==> src/rtl/byte_framer_if.sv <==
// Symbol-in / word-out bundle for byte_framer.
// master = framer side, slave = decoder/consumer side.
interface byte_framer_if;
    logic        sym_valid;
    logic [8:0]  sym_data;
    logic [31:0] word_data;
    logic [3:0]  word_keep;
    logic        word_last;
    logic        word_err;
    logic        word_valid;
    logic        word_ready;

    modport master (
        input  sym_valid, sym_data, word_ready,
        output word_data, word_keep, word_last, word_err, word_valid
    );
    modport slave (
        output sym_valid, sym_data, word_ready,
        input  word_data, word_keep, word_last, word_err, word_valid
    );
endinterface

==> src/rtl/byte_framer.sv <==
// Packs SOF/EOF-delimited decoded bytes into 32-bit words and queues them in a FWFT FIFO.
// Optional macro FRAME_STATS_EN enables the frame_cnt / err_cnt statistics counters.
module byte_framer #(
    parameter int         FIFO_DEPTH = 16,
    parameter int         MAX_WORDS  = 64,
    parameter logic [8:0] SOF_SYM    = 9'h1FB,
    parameter logic [8:0] EOF_SYM    = 9'h1FD
) (
    input  logic                        byteclk,
    input  logic                        rst_n,
    input  logic                        link_up,
    byte_framer_if.master               bus,
    output logic [$clog2(FIFO_DEPTH):0] fifo_level,
    output logic                        frame_err,
    output logic [15:0]                 frame_cnt,
    output logic [15:0]                 err_cnt
);
    localparam int AW  = $clog2(FIFO_DEPTH);
    localparam int LW  = AW + 1;
    localparam int WCW = $clog2(MAX_WORDS + 1);
    localparam logic [LW-1:0]  LVL_FULL = LW'(FIFO_DEPTH);
    localparam logic [LW-1:0]  LVL_DATA = LW'(FIFO_DEPTH - 1);
    localparam logic [WCW-1:0] WC_MAX   = WCW'(MAX_WORDS);

    typedef enum logic [1:0] {IDLE, PAYLOAD, DROP} state_t;

    function automatic logic [3:0] keep_of(input logic [1:0] n);
        case (n)
            2'd1:    keep_of = 4'b0001;
            2'd2:    keep_of = 4'b0011;
            2'd3:    keep_of = 4'b0111;
            default: keep_of = 4'b0000;
        endcase
    endfunction

    // Reset asserts immediately, releases two byteclk edges later
    logic [1:0] rst_sync;
    logic       rst_int_n;
    always_ff @(posedge byteclk or negedge rst_n) begin
        if (!rst_n) rst_sync <= 2'b00;
        else        rst_sync <= {rst_sync[0], 1'b1};
    end
    assign rst_int_n = rst_sync[1];

    logic link_p0, link_s;
    always_ff @(posedge byteclk or negedge rst_int_n) begin
        if (!rst_int_n) begin
            link_p0 <= 1'b0;
            link_s  <= 1'b0;
        end else begin
            link_p0 <= link_up;
            link_s  <= link_p0;
        end
    end

    state_t         state, state_nx;
    logic [31:0]    stage_word, stage_word_nx, part_word, part_word_nx;
    logic           stage_vld, stage_vld_nx, wr_any, wr_any_nx;
    logic [1:0]     idx, idx_nx;
    logic [WCW-1:0] wcnt, wcnt_nx;
    logic           wr_en, wr_last, wr_err, err_det, term, start;
    logic [31:0]    wr_data;
    logic [3:0]     wr_keep;
    logic           sym_go, pend_any;
    logic [7:0]     sym_byte;

    assign sym_go   = bus.sym_valid && link_s;
    assign sym_byte = bus.sym_data[7:0];
    assign pend_any = stage_vld || (idx != 2'd0);

    always_ff @(posedge byteclk or negedge rst_int_n) begin
        if (!rst_int_n) begin
            state      <= IDLE;
            stage_word <= '0;
            stage_vld  <= 1'b0;
            part_word  <= '0;
            idx        <= '0;
            wcnt       <= '0;
            wr_any     <= 1'b0;
            frame_err  <= 1'b0;
        end else begin
            state      <= state_nx;
            stage_word <= stage_word_nx;
            stage_vld  <= stage_vld_nx;
            part_word  <= part_word_nx;
            idx        <= idx_nx;
            wcnt       <= wcnt_nx;
            wr_any     <= wr_any_nx;
            frame_err  <= err_det;
        end
    end

    always_comb begin
        state_nx      = state;
        stage_word_nx = stage_word;
        stage_vld_nx  = stage_vld;
        part_word_nx  = part_word;
        idx_nx        = idx;
        wcnt_nx       = wcnt;
        wr_any_nx     = wr_any;
        wr_en         = 1'b0;
        wr_data       = '0;
        wr_keep       = '0;
        wr_last       = 1'b0;
        wr_err        = 1'b0;
        err_det       = 1'b0;
        term          = 1'b0;
        start         = 1'b0;
        unique case (state)
            IDLE: begin
                if (sym_go && bus.sym_data == SOF_SYM) start = 1'b1;
            end
            PAYLOAD: begin
                if (!link_s) begin
                    err_det = 1'b1;
                    term    = 1'b1;
                end else if (sym_go) begin
                    if (!bus.sym_data[8]) begin
                        if (stage_vld) begin
                            // Staged word is flushed by the next byte; the last FIFO slot stays free for a terminator
                            if (wcnt == WC_MAX || fifo_level >= LVL_DATA) begin
                                err_det  = 1'b1;
                                term     = 1'b1;
                                state_nx = DROP;
                            end else begin
                                wr_en        = 1'b1;
                                wr_data      = stage_word;
                                wr_keep      = 4'hF;
                                wr_any_nx    = 1'b1;
                                stage_vld_nx = 1'b0;
                                part_word_nx = {24'h0, sym_byte};
                                idx_nx       = 2'd1;
                            end
                        end else if (idx == 2'd3) begin
                            stage_word_nx = {sym_byte, part_word[23:0]};
                            stage_vld_nx  = 1'b1;
                            idx_nx        = 2'd0;
                            wcnt_nx       = wcnt + 1'b1;
                        end else begin
                            part_word_nx[{idx, 3'b000} +: 8] = sym_byte;
                            idx_nx = idx + 2'd1;
                        end
                    end else if (bus.sym_data == EOF_SYM && pend_any) begin
                        wr_en    = 1'b1;
                        wr_data  = stage_vld ? stage_word : part_word;
                        wr_keep  = stage_vld ? 4'hF : keep_of(idx);
                        wr_last  = 1'b1;
                        state_nx = IDLE;
                    end else if (bus.sym_data == SOF_SYM) begin
                        err_det = 1'b1;
                        term    = 1'b1;
                        start   = 1'b1;
                    end else begin
                        err_det  = 1'b1;
                        term     = 1'b1;
                        state_nx = DROP;
                    end
                end
            end
            DROP: begin
                if (sym_go && bus.sym_data == EOF_SYM)      state_nx = IDLE;
                else if (sym_go && bus.sym_data == SOF_SYM) start    = 1'b1;
            end
            default: state_nx = IDLE;
        endcase
        if (term && (pend_any || wr_any)) begin
            wr_en   = 1'b1;
            wr_data = !pend_any ? 32'h0 : (stage_vld ? stage_word : part_word);
            wr_keep = !pend_any ? 4'h0 : (stage_vld ? 4'hF : keep_of(idx));
            wr_last = 1'b1;
            wr_err  = 1'b1;
        end
        if (start) begin
            state_nx     = PAYLOAD;
            stage_vld_nx = 1'b0;
            part_word_nx = '0;
            idx_nx       = '0;
            wcnt_nx      = '0;
            wr_any_nx    = 1'b0;
        end
        if (!link_s) state_nx = IDLE;
    end

    // First-word-fall-through FIFO: {err, last, keep, data}
    logic [37:0]   mem [FIFO_DEPTH];
    logic [AW-1:0] wp, rp;
    logic          do_wr, do_rd, head_vld;
    logic [37:0]   head;

    assign do_wr    = wr_en && (fifo_level != LVL_FULL);
    assign head_vld = (fifo_level != '0);
    assign do_rd    = bus.word_ready && head_vld;
    assign head     = mem[rp];

    always_ff @(posedge byteclk) begin
        if (do_wr) mem[wp] <= {wr_err, wr_last, wr_keep, wr_data};
    end

    always_ff @(posedge byteclk or negedge rst_int_n) begin
        if (!rst_int_n) begin
            wp         <= '0;
            rp         <= '0;
            fifo_level <= '0;
        end else begin
            if (do_wr) wp <= wp + 1'b1;
            if (do_rd) rp <= rp + 1'b1;
            case ({do_wr, do_rd})
                2'b10:   fifo_level <= fifo_level + 1'b1;
                2'b01:   fifo_level <= fifo_level - 1'b1;
                default: fifo_level <= fifo_level;
            endcase
        end
    end

    assign bus.word_valid = head_vld;
    assign bus.word_data  = head_vld ? head[31:0]  : 32'h0;
    assign bus.word_keep  = head_vld ? head[35:32] : 4'h0;
    assign bus.word_last  = head_vld && head[36];
    assign bus.word_err   = head_vld && head[37];

`ifdef FRAME_STATS_EN
    always_ff @(posedge byteclk or negedge rst_int_n) begin
        if (!rst_int_n) begin
            frame_cnt <= '0;
            err_cnt   <= '0;
        end else begin
            if (wr_en && wr_last && !wr_err) frame_cnt <= frame_cnt + 1'b1;
            if (err_det)                     err_cnt   <= err_cnt + 1'b1;
        end
    end
`else
    assign frame_cnt = 16'h0;
    assign err_cnt   = 16'h0;
`endif
endmodule

==> src/flat_wrapper.sv <==
// flat-port wrapper written by rule: the top's interface ports become plain ports
module byte_framer_flat 
#(
    parameter int         FIFO_DEPTH = 16,
    parameter int         MAX_WORDS  = 64,
    parameter logic [8:0] SOF_SYM    = 9'h1FB,
    parameter logic [8:0] EOF_SYM    = 9'h1FD
)
  (byteclk, rst_n, link_up, fifo_level, frame_err, frame_cnt, err_cnt, bus_sym_valid, bus_sym_data, bus_word_ready, bus_word_data, bus_word_keep, bus_word_last, bus_word_err, bus_word_valid);
  byte_framer_if bus_i ();
  input  logic byteclk;
  input  logic rst_n;
  input  logic link_up;
  output logic [$clog2(FIFO_DEPTH):0] fifo_level;
  output logic frame_err;
  output logic [15:0] frame_cnt;
  output logic [15:0] err_cnt;
  input wire logic [$bits(bus_i.sym_valid)-1:0] bus_sym_valid;
  input wire logic [$bits(bus_i.sym_data)-1:0] bus_sym_data;
  input wire logic [$bits(bus_i.word_ready)-1:0] bus_word_ready;
  output wire logic [$bits(bus_i.word_data)-1:0] bus_word_data;
  output wire logic [$bits(bus_i.word_keep)-1:0] bus_word_keep;
  output wire logic [$bits(bus_i.word_last)-1:0] bus_word_last;
  output wire logic [$bits(bus_i.word_err)-1:0] bus_word_err;
  output wire logic [$bits(bus_i.word_valid)-1:0] bus_word_valid;
  assign bus_i.sym_valid = bus_sym_valid;
  assign bus_i.sym_data = bus_sym_data;
  assign bus_i.word_ready = bus_word_ready;
  assign bus_word_data = bus_i.word_data;
  assign bus_word_keep = bus_i.word_keep;
  assign bus_word_last = bus_i.word_last;
  assign bus_word_err = bus_i.word_err;
  assign bus_word_valid = bus_i.word_valid;
  byte_framer #(.FIFO_DEPTH(FIFO_DEPTH), .MAX_WORDS(MAX_WORDS), .SOF_SYM(SOF_SYM), .EOF_SYM(EOF_SYM)) u_core (.byteclk(byteclk), .rst_n(rst_n), .link_up(link_up), .bus(bus_i), .fifo_level(fifo_level), .frame_err(frame_err), .frame_cnt(frame_cnt), .err_cnt(err_cnt));
endmodule
==> config.mk <==
export PLATFORM = sky130hd
export DESIGN_NAME = byte_framer_flat
export DESIGN_NICKNAME = d
export VERILOG_FILES = /design/src/rtl/byte_framer_if.sv /design/src/rtl/byte_framer.sv /design/src/flat_wrapper.sv
export SDC_FILE = /design/constraint.sdc
export NUM_CORES = 1
export LEC_CHECK = 0
export ABC_CLOCK_PERIOD_IN_PS = 3800
export CORE_MARGIN = 5
export CORE_UTILIZATION = 36
export CTS_BUF_LIST = sky130_fd_sc_hd__clkbuf_2 sky130_fd_sc_hd__clkbuf_4 sky130_fd_sc_hd__clkbuf_8
export DETAILED_ROUTE_END_ITERATION = 7
export PLACE_DENSITY = 0.54
export REMOVE_ABC_BUFFERS = 1
export SYNTH_ARGS = -nofsm -noshare
export SYNTH_HDL_FRONTEND = slang
export SYNTH_SLANG_ARGS = --single-unit
==> constraint.sdc <==
create_clock -name byteclk -period 3.8 [get_ports byteclk]
set_clock_uncertainty 0.15 [all_clocks]
set_input_delay 0.95 -clock byteclk [delete_from_list [all_inputs] [get_ports byteclk]]
set_output_delay 0.95 -clock byteclk [all_outputs]
set_load 0.01 [all_outputs]
# Yosys cells after proc, flatten, opt, wreduce, memory -nomap -nowiden

Memories as Yosys holds them, arrays and structs flattened.
Index checks and enable logic that the tools add are counted.
W data, S select, Z words.

Logic and storage cells: 180
Register bits: 95
ROM bits: 0
RAM bits: 608
Output and inout port bits: 77
Memories: 1
Bits in latches: 0

Memory list:

| memory     | depth | width | rd ports | clocked after Yosys merged registers in | wr ports | line               | RTL |
|---|---|---|---|---|---|---|---|
| u_core.mem | 16    | 38    | 1        | 0                                       | 1        | byte_framer.sv:185 | `logic [37:0] mem [FIFO_DEPTH];` |

Multiply operators: 0
Add/sub/neg operators: 7
Shift operators: 2
Reduce and logical (&&, ||, !) cells: 28
$lt $le $gt $ge: 1
Equality and inequality tests: 22
Bitwise gates (word level): 2
Div/mod/pow operators: 0
Muxes and demuxes: 103

Operators by type and width:

| kind                     | count |
|---|---|
| $mux W32                 | 19 |
| $mux W7                  | 7 |
| $mux W1                  | 44 |
| $mux W4                  | 11 |
| $mux W2                  | 17 |
| $bwmux W32               | 1 |
| $shift A8 B7 Y32 const A | 1 |
| $shiftx A8 B7 Y32        | 1 |
| $reduce_and A6 Y1        | 5 |
| $eq A9 B9 Y1 const B     | 2 |
| $ne A5 B5 Y1 const B     | 3 |
| $reduce_bool A2 Y1       | 7 |
| $pmux W5 S2              | 1 |
| $logic_and A1 B1 Y1      | 9 |
| $pmux W3 S3              | 1 |
| $add A4 B1 Y4 const B    | 2 |
| $eq A2 B2 Y1 const B     | 4 |
| $ne A4 B4 Y1 const B     | 2 |
| $add A7 B1 Y7 const B    | 1 |
| $eq A7 B7 Y1 const B     | 1 |
| $neg A5 Y7               | 1 |
| $eq A2 B1 Y1 const B     | 3 |
| $ne A3 B3 Y1 const B     | 2 |
| $ne A6 B6 Y1 const B     | 1 |
| 15 further kinds         | 19 |

# Logic depth before layout (Yosys ltp)

Depth after elaboration: 13
Mapped depth: 17
Depth with buffers taken out: 16

# Least setup slack after synthesis

OpenSTA, ideal clock, no wires.

Path kind: input to register
Start point: in bus_sym_data[8]
End point: mem u_core.mem[3][0], enable pin
Path buffers: 0
Setup slack: -2332 ps
Data required time: 3122 ps
Data arrival time: 5454 ps
Stages on the path: 5
Path through: and4b_1 and4_1 nor2_1 a211oi_4 nor4_1

Longest elaborated chain between the ends: 12

Ends and longest elaborated chain:

| element                           | line               | RTL |
|---|---|---|
| from (decl)                       | flat_wrapper.sv:19 | `input wire logic [$bits(bus_i.sym_data)-1:0] bus_sym_data;` |
| $eq A9 B9 Y1                      | byte_framer.sv:143 | `end else if (bus.sym_data == EOF_SYM && pend_any) begin` |
| $logic_and A1 B1 Y1               | byte_framer.sv:143 |  |
| $mux W1                           | byte_framer.sv:143 |  |
| $mux W1                           | byte_framer.sv:118 | `if (!bus.sym_data[8]) begin` |
| $mux W1                           | byte_framer.sv:117 | `end else if (sym_go) begin` |
| $mux W1                           | byte_framer.sv:114 | `if (!link_s) begin` |
| $mux W1                           | byte_framer.sv:109 | `unique case (state)` |
| $logic_and A1 B1 Y1               | byte_framer.sv:166 | `if (term && (pend_any \|\| wr_any)) begin` |
| $mux W1 (*)                       | byte_framer.sv:166 |  |
| $logic_and A1 B1 Y1 (*)           | byte_framer.sv:190 | `assign do_wr = wr_en && (fifo_level != LVL_FULL);` |
| $mux W1 (*)                       | byte_framer.sv:196 | `if (do_wr) mem[wp] <= {wr_err, wr_last, wr_keep, wr_data};` |
| $mux W1 (implied by the code) (*) | byte_framer.sv:196 |  |
| to (decl)                         | byte_framer.sv:185 |  |

Mark *: on every way between the ends. The rest lies on a longest branch, timed or not.

# Worst setup path in the final report

Start point: reg u_core.rp[0]
End point: out bus_word_data[2]

Longest elaborated chain between the ends: 2

Ends and longest elaborated chain:

| element                | line               | RTL |
|---|---|---|
| from (decl)            | byte_framer.sv:186 | `logic [AW-1:0] wp, rp;` |
| from (signal assigned) | byte_framer.sv:206 | `if (do_rd) rp <= rp + 1'b1;` |
| $mem_v2 Z16 W38        | --                 |  |
| $mux W32               | byte_framer.sv:216 | `assign bus.word_data = head_vld ? head[31:0] : 32'h0;` |
| to (decl)              | flat_wrapper.sv:21 | `output wire logic [$bits(bus_i.word_data)-1:0] bus_word_data;` |

Every way passes these cells.

==> flow_summary.toml <==
[outcome]
outcome = "complete, but fails checks"
violations = "negative setup slack"

[detailed_routing]
drt_pass1_iterations = 7
totalWireLength_um = 70980
vias_per_cell = 5.173
drtIter0Drc = 1124
drc = 0
num_vias = 14220
post_drt_wl_per_cell_um = 25.83
detail-route-antenna-nets = 0

[sta]
slew_headroom = 0.1149
setup_violations = 38
min_period_over_period = 1.082
finalMaxSlewViolations = 0
fmax_mhz = 243.2
final.min_clock_period_ns = 4.112
worstMarginPinSlew_ns = 1.317
rsz0062_at_grt = "true"
finalHoldViolations = 0
fin_tns_setup_ns = -8.805
setup_slack_ns = -0.3115

[min_path]
hold_class = "flop to flop"

[pwr]
p_leak_nw = 12.25
power.switching_w = 0.005645
internal_power_w = 0.01570
ir_drop_v = 0.0003426
seqPwrFrac = 0.399
p_comb_frac = 0.300
sw_frac_of_total = 0.2644
clockPowerShare = 0.301
power_density_nw_per_um2 = 628.0

[layout]
syn2layout_area_growth_pct = 21.23
layout.cells.non_filler = 2748
post-route-util = 0.4394
fin_nets = 1647
final_area_um2 = 33990
drive_gt1_frac = 0.3823
n_antenna_cell = 0
nFillCells = 6745

[critical_path]
crit_type = "flop to output pin"
cp-start-kind = "flop"
critPathCapture = "bus_word_data[2]"
worstPathArrival_ns = 3.01
endpoint_kind = "output pin"
crit-reg2reg-launch = "u_core.idx[0]"
required_ns = 2.70
rr_worst_depth = 15
critPathLaunch = "u_core.rp[0]"
r2r-end = "u_core.fifo_level[4]"
cp_max_fo = 6
r2r_setup_slack_ns = 0.22

[floorplan]
initial_core_util = 0.3625
die_h_um = 289.1
io_pins = 91
core_area_um2 = 77340
rows = 102
die-width_um = 289.1
die_area_um2 = 83560

[place]
dp.cells = 2500
io_buffers = 58
finalWeightedCongestion = 0.7787
placed_area_um2 = 30930
dp_slack_ns = -0.5901
hpwl_um = 38400

[clock_tree]
ctsLongestPathBuffers = 3
clkTransAtPathRegs_ns = 0.06
cts-root-buf = "clkbuf_8"
cts_buffers = 109
cts_htree_levels = 3
cts_tree = "built"
clk_latency_ns = 0.71
cts.sinks = 703

[global_route]
grtUsageMet1 = 0.2281
grtUsageMet2 = 0.2893
top_usage_layer = "met2"
antenna_found_initial = 1
use_met3 = 0.03013
grt_pass1_wl_um = 103000
grt_max_degree = 79
grt_use_total = 0.1696
grt_pass1_vias = 15070
gr-total-overflow = 0

[logic_synthesis]
ys_async_sr_fraction = 0.1351
yosysWarnings = 0
avgSynthCellArea_um2 = 20.52
syn_inst = 1366
synth_ff_type = "edfxtp_1"
netlist_area_um2 = 28040
synth_cell_type_count = 54
synth_edf_count = 608
ys_seq_area_frac = 0.7360
yosys_register_bits = 703

[run]
max_cap_viol_count = 0
[cells in the final DEF, fill, tap and decap left out, drive strengths merged, types with 33 or more instances in the layout]
master | Yosys | final
edfxtp | 608 | 608
mux4 | 190 | 190
buf | 68 | 178
clkbuf | 32 | 168
dfrtp | 95 | 95
nand2 | 57 | 57
and2 | 45 | 45
a22o | 40 | 40
mux2 | 35 | 35
nor2 | 33 | 34
conb | 2 | 33
clkinv | 0 | 33
[Yosys cell counts, types with 5 or more instances]
cell,n,area [um2]
a21oi_1,16,80.08
a22o_1,37,324.1
and2_1,45,281.5
and3_1,15,93.84
buf_1,10,37.54
buf_2,20,100.1
buf_4,34,255.2
clkbuf_1,32,120.1
dfrtp_1,95,2377
edfxtp_1,608,18260
ha_1,17,212.7
inv_1,12,45.04
mux2_2,34,382.9
mux4_2,190,4279
nand2_1,57,214.0
nand3_1,5,25.02
nor2_1,32,120.1
o21ai_0,25,125.1
xnor2_1,6,52.55
xor2_1,11,96.34
[metrics by stage]
stage / total power (W) / hold WS (ns)
floorplan: 0.01186 / 0.1812
global placement: 0.01408 / 0.1831
detailed placement: 0.01408 / 0.1950
finish: 0.02134 / 0.1997
CTS: 0.02137 / 0.1880
global route: 0.02234 / 0.2086
[cells by family (layout without fill, tap and decap cells)]
logic type / count (synthesis) / count (layout) / share of synthesized area
AOI/OAI and AO/OA: 103 / 103 / 0.02700
xor gates and xnor gates: 17 / 17 / 0.005311
adders and majority gates: 17 / 17 / 0.007587
buffers and inverters: 112 / 422 / 0.02151
DFF: 703 / 703 / 0.7360
muxes: 225 / 225 / 0.1668
other: 2 / 33 / 0.0002679
and+or+nand+nor: 187 / 188 / 0.03548
[routing by layer]
layer  part of all wire  vias to the layer above
li1                   -                     6043
met5                  0                        -
met1               0.42                     7651
met4              0.017                        0
met3              0.052                       92
met2               0.51                      430
[worst min path at each step]
| stage | startpoint | end | slack [ns] | depth (start not counted) |
|---|---|---|---|---|
| floorplan | u_core.link_p0 | u_core.link_s | 0.18 | 0 |
| global placement | u_core.link_p0 | u_core.link_s | 0.18 | 0 |
| detailed placement | u_core.rst_sync[0] | u_core.rst_sync[1] | 0.19 | 0 |
| CTS | rst_n | u_core.rst_sync[1] | 0.19 | 1 |
| global route | u_core.link_p0 | u_core.link_s | 0.21 | 0 |
| finish | u_core.link_p0 | u_core.link_s | 0.20 | 0 |
[worst max-delay path: stages, from the launching register on]
cell	delay, ns
dfrtp_4	0.48
buf_8	0.18
clkbuf_16	0.17
mux4_2	0.50
mux4_2	0.50
and2_1	0.19
dlygate4sd2_1	0.28
[layout make-up]
type	instances	area, um2	share of cell area
multi-input cells	583	7048	0.2074
clock buffers	162	1948	0.05732
well taps	1040	1301	0.03829
flip-flops and latches	703	20650	0.6076
inverters	12	45.04	0.001325
repair buffers	207	2700	0.07945
clock inverters	41	292.8	0.008615
[state kept, by name, summed over array words and instances, names as in the netlist, 4 cells and up]
name	count
u_core.wcnt	7
u_core.part_word	32
u_core.mem	608
u_core.fifo_level	5
u_core.rp	4
u_core.stage_word	32
u_core.wp	4
[power by group through the flow]
stage	sequential, W	combinational (W)	clock, W
3_5_place_dp	0.00868	0.00540	0
6_report	0.00851	0.00640	0.00642
2_1_floorplan	0.00918	0.00268	0
3_3_place_gp	0.00868	0.00540	0
5_1_grt	0.00853	0.00684	0.00697
4_1_cts	0.00851	0.00626	0.00660
[what timing repair did]
action                                  in CTS  in global routing
pin swaps                                    0                  1
gates cloned                                10                  4
setup buffers                               20                 17
endpoints found under the setup margin      39                518
hold buffers                                 0                  0
resized for setup                          193                 40
No activity file was read; power rests on OpenSTA's default activity.
